<file path="src/rtl/double_dabble.sv">
// 16-bit unsigned binary to 5-digit BCD, shift-and-add-3, one bit per clock.
// Digits and done update 16 cycles after start is accepted; start is ignored while busy.
module double_dabble (
  input  logic        clk,
  input  logic        reset,
  input  logic        start,
  input  logic [15:0] binary_in,
  output logic [3:0]  bcd0,
  output logic [3:0]  bcd1,
  output logic [3:0]  bcd2,
  output logic [3:0]  bcd3,
  output logic [3:0]  bcd4,
  output logic        busy,
  output logic        done
);

  typedef enum logic {IDLE, SHIFT} state_t;

  state_t      state_q, state_d;
  logic [15:0] shift_q, shift_d;
  logic [19:0] scratch_q, scratch_d;
  logic [3:0]  cnt_q, cnt_d;
  logic [19:0] bcd_q, bcd_d;
  logic        busy_q, busy_d;
  logic        done_q, done_d;

  logic [19:0] adj;
  logic [35:0] shifted;

  always_comb begin
    adj = scratch_q;
    for (int i = 0; i < 5; i++) begin
      if (scratch_q[i*4 +: 4] >= 4'd5) begin
        adj[i*4 +: 4] = scratch_q[i*4 +: 4] + 4'd3;
      end
    end
    // The MSB of the adjusted scratch is dropped by the shift; it is always 0.
    shifted = {adj, shift_q} << 1;
  end

  always_comb begin
    state_d   = state_q;
    shift_d   = shift_q;
    scratch_d = scratch_q;
    cnt_d     = cnt_q;
    bcd_d     = bcd_q;
    busy_d    = busy_q;
    done_d    = 1'b0;
    case (state_q)
      IDLE: begin
        if (start) begin
          shift_d   = binary_in;
          scratch_d = '0;
          cnt_d     = '0;
          busy_d    = 1'b1;
          state_d   = SHIFT;
        end
      end
      SHIFT: begin
        scratch_d = shifted[35:16];
        shift_d   = shifted[15:0];
        cnt_d     = cnt_q + 4'd1;
        if (cnt_q == 4'd15) begin
          bcd_d   = shifted[35:16];
          done_d  = 1'b1;
          busy_d  = 1'b0;
          state_d = IDLE;
        end
      end
      default: state_d = IDLE;
    endcase
  end

  always_ff @(posedge clk) begin
    if (reset) begin
      state_q   <= IDLE;
      shift_q   <= '0;
      scratch_q <= '0;
      cnt_q     <= '0;
      bcd_q     <= '0;
      busy_q    <= 1'b0;
      done_q    <= 1'b0;
    end else begin
      state_q   <= state_d;
      shift_q   <= shift_d;
      scratch_q <= scratch_d;
      cnt_q     <= cnt_d;
      bcd_q     <= bcd_d;
      busy_q    <= busy_d;
      done_q    <= done_d;
    end
  end

  assign bcd0 = bcd_q[3:0];
  assign bcd1 = bcd_q[7:4];
  assign bcd2 = bcd_q[11:8];
  assign bcd3 = bcd_q[15:12];
  assign bcd4 = bcd_q[19:16];
  assign busy = busy_q;
  assign done = done_q;

endmodule

</file>
<file path="config.mk">
export PLATFORM = sky130hd
export DESIGN_NAME = double_dabble
export DESIGN_NICKNAME = d
export VERILOG_FILES = /design/src/rtl/double_dabble.sv
export SDC_FILE = /design/constraint.sdc
export NUM_CORES = 1
export LEC_CHECK = 0
export ABC_AREA = 1
export CAP_MARGIN = 25
export CORE_MARGIN = 3
export CORE_UTILIZATION = 40
export DETAILED_ROUTE_END_ITERATION = 8
export GPL_TIMING_DRIVEN = 1
export SLEW_MARGIN = 20
export SYNTH_ARGS = -nofsm -noshare
export SYNTH_HDL_FRONTEND = slang
export SYNTH_SLANG_ARGS = --single-unit
</file>
<file path="constraint.sdc">
create_clock -name clk -period 3.8 [get_ports clk]
set_input_delay 0.76 -clock clk [delete_from_list [all_inputs] [get_ports clk]]
set_output_delay 0.76 -clock clk [all_outputs]
set_load 0.02 [all_outputs]
</file>
==> metrics, run 1 <==
status completed; max-cap violation count 0; Final Non-Filler Cells 547; CP required 4080 ps; Setup crit start kind input pin; Die Y 91.5 microns; final core utilization 50.8%; Clock Skews 9.23 ps; layout cells sized above 1 5.10%; post-route cell area 0.00353 sq mm; Area growth, synth to finish 20.7%; drc violations 0; worst slew pin tran 915 ps; Fmax achieved 460 MHz; endpoints failing setup 0; Clock Pin Slew Worst Setup and Hold Paths 70 ps; min-delay src bcd_q[1]; CP max FO 22; Period minus WS final 2170 ps; GRT Resource Usage Total 16.1%; most frequent cell after synthesis nand2_1; number of synthesized flops with an enable pin 0; DIE AREA 0.00836 sq mm; first-pass GRT wire length 10.9 mm; placed instance area 0.00338 sq mm; DP Wirelength 4.30 mm; vias 2676; Pwr Density 354 mW/mm^2; Placer Congestion 0.779; Antenna Cells 0; ranking of synthesized cells by area dfxtp_1 (43%), nand2_1 (16%), nand3_1 (9.3%); Worst VDD drop 0.174 mV; Async SR Flop Fraction 0%; post-cts hold buffer count 0; post-synthesis sequential area ratio 43.2%; Max stage delay on crit path 680 ps; port buffer count 40; Num CTS Buffers 9; leak pwr 1.55 nW; syn_area_per_cell 7.11 sq um; post-synthesis cell area 0.00292 sq mm; Setup TNS 0 ps; vias per cell 4.89; worst hold stages 2; R2R cell count 6; # rows 30; tightest hold margin 449 ps; WP data arrival 2460 ps; RSZ-0062 raised after global routing false; CTS tree built; HP Class reg -> reg; clock tree buffer depth 2; Core Box Area 0.00694 sq mm; worst-path cell chain clkdlybuf4s50_1 > nor2_4 > buf_4 > nand2_1 > o211ai_1 > nand2_1 > inv_1; initial DRC count 137; CTS root buf clkbuf_8; H-Tree Depth 3; Cell variety after synth 23; largest net degree at the start of global routing 37; Design Power 1.25 mW; postcts setup bufs 0; Final Hold Viols 0; top cell type's share of synthesized area 43.2%; R2R Path End bcd_q[2]; vias in the first global route 2473; Post-CTS Resized 0; Reg2Reg Setup Slack 2070 ps; FILL cells 721; placed cell count 534; Die X 91.5 microns; remaining global-route overflow 0; initial antenna violation count 0; Critical Path Sink Type flop; Synthesized Nets 441; worst-skew pair later-pin latency 330 ps; Sink Count 63; drt first pass iters 4; CP Launch Point start; Final nets 479; Top FF cell, synth dfxtp_1; initial core utilization 42.1%; dpl ws 1280 ps; Routed WL per cell 11.5 microns; min setup slack post-route 1630 ps; area leader, netlist dfxtp_1; Hold Path Sink bcd_q[1]; Tcrit/Tclk final 57.2%; I/O Pins 41; CP max stage cell clkdlybuf4s50_1; yosys synthesis warning count 0; Crit path top cell by count nand2_1; Critical R2R Launch cnt_q[0]; WL final 6.29 mm; Final ANT Viol Nets 0; #FFs+latches synth 63; Post-Syn Instances 411; Crit Path Class in -> reg; most frequent cells after synthesis nand2_1 (126), dfxtp_1 (63), nand3_1 (54); Worst slew margin 38.9%; Final Max Tran Viols 0
==> how the worst max path moves through the flow <==
stage	endpoint	slack [ps]	cells past startpoint
6_report	shift_q[9]	1630	7
5_1_grt	shift_q[6]	1430	7
4_1_cts	shift_q[7]	1630	7
3_5_place_dp	shift_q[9]	1280	7
3_3_place_gp	shift_q[5]	1310	7
2_1_floorplan	bcd_q[12]	2270	7
==> worst max-delay path: cells and delay by family <==
kind	cells	cell delay, ps
buf+inv	3	1060
simple gates	3	530
compound gates	1	90
==> cell type report <==
| cell class | count | area, sq um | share of cell area [%] |
|---|---|---|---|
| Timing Repair Buffer | 43 | 423 | 12.0 |
| Tap cell | 96 | 120 | 3.41 |
| Inverter | 55 | 210 | 5.96 |
| Clock buffer | 11 | 141 | 4.01 |
| Clock inverter | 2 | 10.0 | 0.284 |
| Multi-Input combinational cell | 277 | 1360 | 38.6 |
| Sequential cell | 63 | 1260 | 35.8 |
==> where the power goes <==
group	internal (mW)	switching, mW
logic	0.0367	0.0562
clock network	0.241	0.232
registers	0.674	0.00694
total	0.952	0.295
==> sequential cells by signal (all words and copies together), names as in the netlist <==
signal     count
done           1
shift_q       16
scratch_q     20
busy           1
bcd_q         20
cnt_q          4
state_q        1
==> routing by layer <==
layer	vias up	global-route usage (%)	routed length, microns	part of all wire (%)
met2	61	25.9	2950	47
met5	-	0	0	0
li1	1413	-	-	-
met1	1192	20.1	2930	47
met4	0	8.67	97	1.5
met3	10	3.31	307	4.9
==> kinds of logic after synthesis <==
group,Yosys count,synth area share [%]
and+or+nand+nor,205,30.4
buffers and inverters,71,10.2
DFF,63,43.2
AOI/OAI and AO/OA,60,11.1
adders and majority gates,11,4.71
muxes,1,0.343
==> cell usage in the layout, fill, tap and decap left out, drive strengths merged <==
master / n
clkbuf: 11
inv: 54
mux2i: 1
dfxtp: 63
clkdlybuf4s50: 40
o211ai: 4
clkinv: 3
a21oi: 26
ha: 11
a22oi: 6
nor3b: 1
nor2: 12
o21ai: 24
nand2: 127
nand4: 11
buf: 3
nand3: 54
No activity file was read; power rests on OpenSTA's default activity.
==> inputs of run 2 (changes only) <==
==> constraint.sdc (replaced) <==
create_clock -name clk -period 2.02 [get_ports clk]
set_input_delay 0.404 -clock clk [delete_from_list [all_inputs] [get_ports clk]]
set_output_delay 0.404 -clock clk [all_outputs]
set_load 0.02 [all_outputs]
==> metrics, run 2 (same netlist as run 1, synthesis figures left out) <==
WP buf/inv 1; CP required 1620 ps; # rows 30; initial DRC count 145; Final Hold Viols 0; Final ANT Viol Nets 0; Crit Path Class reg -> out; CTS tree built; CTS root buf clkbuf_8; Core Box Area 0.00694 sq mm; Routed WL per cell 11.3 microns; Post-CTS Resized 0; layout cells sized above 1 7.17%; postcts setup bufs 0; Worst VDD drop 0.338 mV; Max stage delay on crit path 610 ps; min setup slack post-route 319 ps; Setup crit start kind flop; placed cell count 541; port buffer count 40; Placer Congestion 0.800; DP Wirelength 4.38 mm; GRT Resource Usage Total 16.1%; Die X 91.5 microns; Sink Count 63; CP max stage cell clkdlybuf4s50_1; initial core utilization 42.1%; Period minus WS final 1700 ps; DIE AREA 0.00836 sq mm; CP max FO 2; max-cap violation count 0; HP Class reg -> reg; vias per cell 4.83; worst-skew pair later-pin latency 340 ps; Antenna Cells 0; Die Y 91.5 microns; delay-heaviest family, CP buffers and inverters; status completed; vias in the first global route 2492; Num CTS Buffers 9; Final Max Tran Viols 0; Setup TNS 0 ps; Final nets 486; Critical Path Sink Type output port; worst-path cell chain clkdlybuf4s50_1; Final Non-Filler Cells 556; Tcrit/Tclk final 84.2%; first-pass GRT wire length 10.9 mm; initial antenna violation count 0; clock tree buffer depth 2; Clock Skews 7.74 ps; most common cell after layout, fill and taps aside nand2_1; I/O Pins 41; Clock Pin Slew Worst Setup and Hold Paths 70 ps; Fmax achieved 588 MHz; Area growth, synth to finish 24.1%; vias 2688; endpoints failing setup 0; most frequent cells in the layout nand2_1 (126), dfxtp_1 (63), nand3_1 (54), inv_1 (51), clkdlybuf4s50_1 (40); dpl ws 242 ps; drt first pass iters 4; WP data arrival 1300 ps; Pwr Density 704 mW/mm^2; Top Registers bcd_q: 20 flops, scratch_q: 20 flops, shift_q: 16 flops; H-Tree Depth 3; largest net degree at the start of global routing 27; tightest hold margin 450 ps; drc violations 0; leak pwr 1.61 nW; worst slew pin tran 289 ps; RSZ-0062 raised after global routing false; Worst slew margin 80.7%; WL final 6.27 mm; post-cts hold buffer count 0; remaining global-route overflow 0
[run 2: cell types whose count changed in the layout (fill, tap and decap cells not counted), sizes merged]
cell,previous run,this run
clkinv,3,4
buf,3,10
bufinv,0,1
[run 2: final cells by class]
type                            count  area [sq um]
Fill cell                         694          3320
Multi-Input combinational cell    277          1360
Sequential cell                    63          1260
Timing Repair Buffer               50           475
Inverter                           55           210
Clock buffer                       11           151
Tap cell                           96           120
Clock inverter                      4          45.0
[run 2: worst paths after layout]
check / start / endpoint / slack [ps] / cells past startpoint
min reg2reg: bcd_q[2] / bcd_q[2] / 450 / 2
max reg2reg: cnt_q[0] / bcd_q[6] / 570 / 7
max: bcd_q[0] / bcd0[0] / 320 / 1
min: bcd_q[2] / bcd_q[2] / 450 / 2
[run 2: per-layer routing]
layer | vias up | GRT usage, % | routed length (microns)
met3 | 6 | 5.55 | 232
li1 | 1422 | - | -
met2 | 49 | 26.0 | 2970
met5 | - | 0 | 0
met4 | 0 | 5.40 | 61
met1 | 1211 | 19.8 | 3010
[run 2: metrics by stage]
step                power (mW)  utilization (%)  instance area (sq um)
floorplan                 1.42                -                   2920
detailed placement        1.50             49.4                   3430
finish                    2.55             52.2                   3620
global placement          1.49             49.4                   3430
CTS                       2.60             52.2                   3620
global route              2.67             52.2                   3620
[run 2: where the power goes]
part,switching [mW],total [mW],internal (mW),leakage [nW]
registers,0.0143,1.28,1.27,0.511
clock network,0.463,1.09,0.624,0.105
logic,0.106,0.185,0.0789,0.995
total,0.584,2.55,1.97,1.61
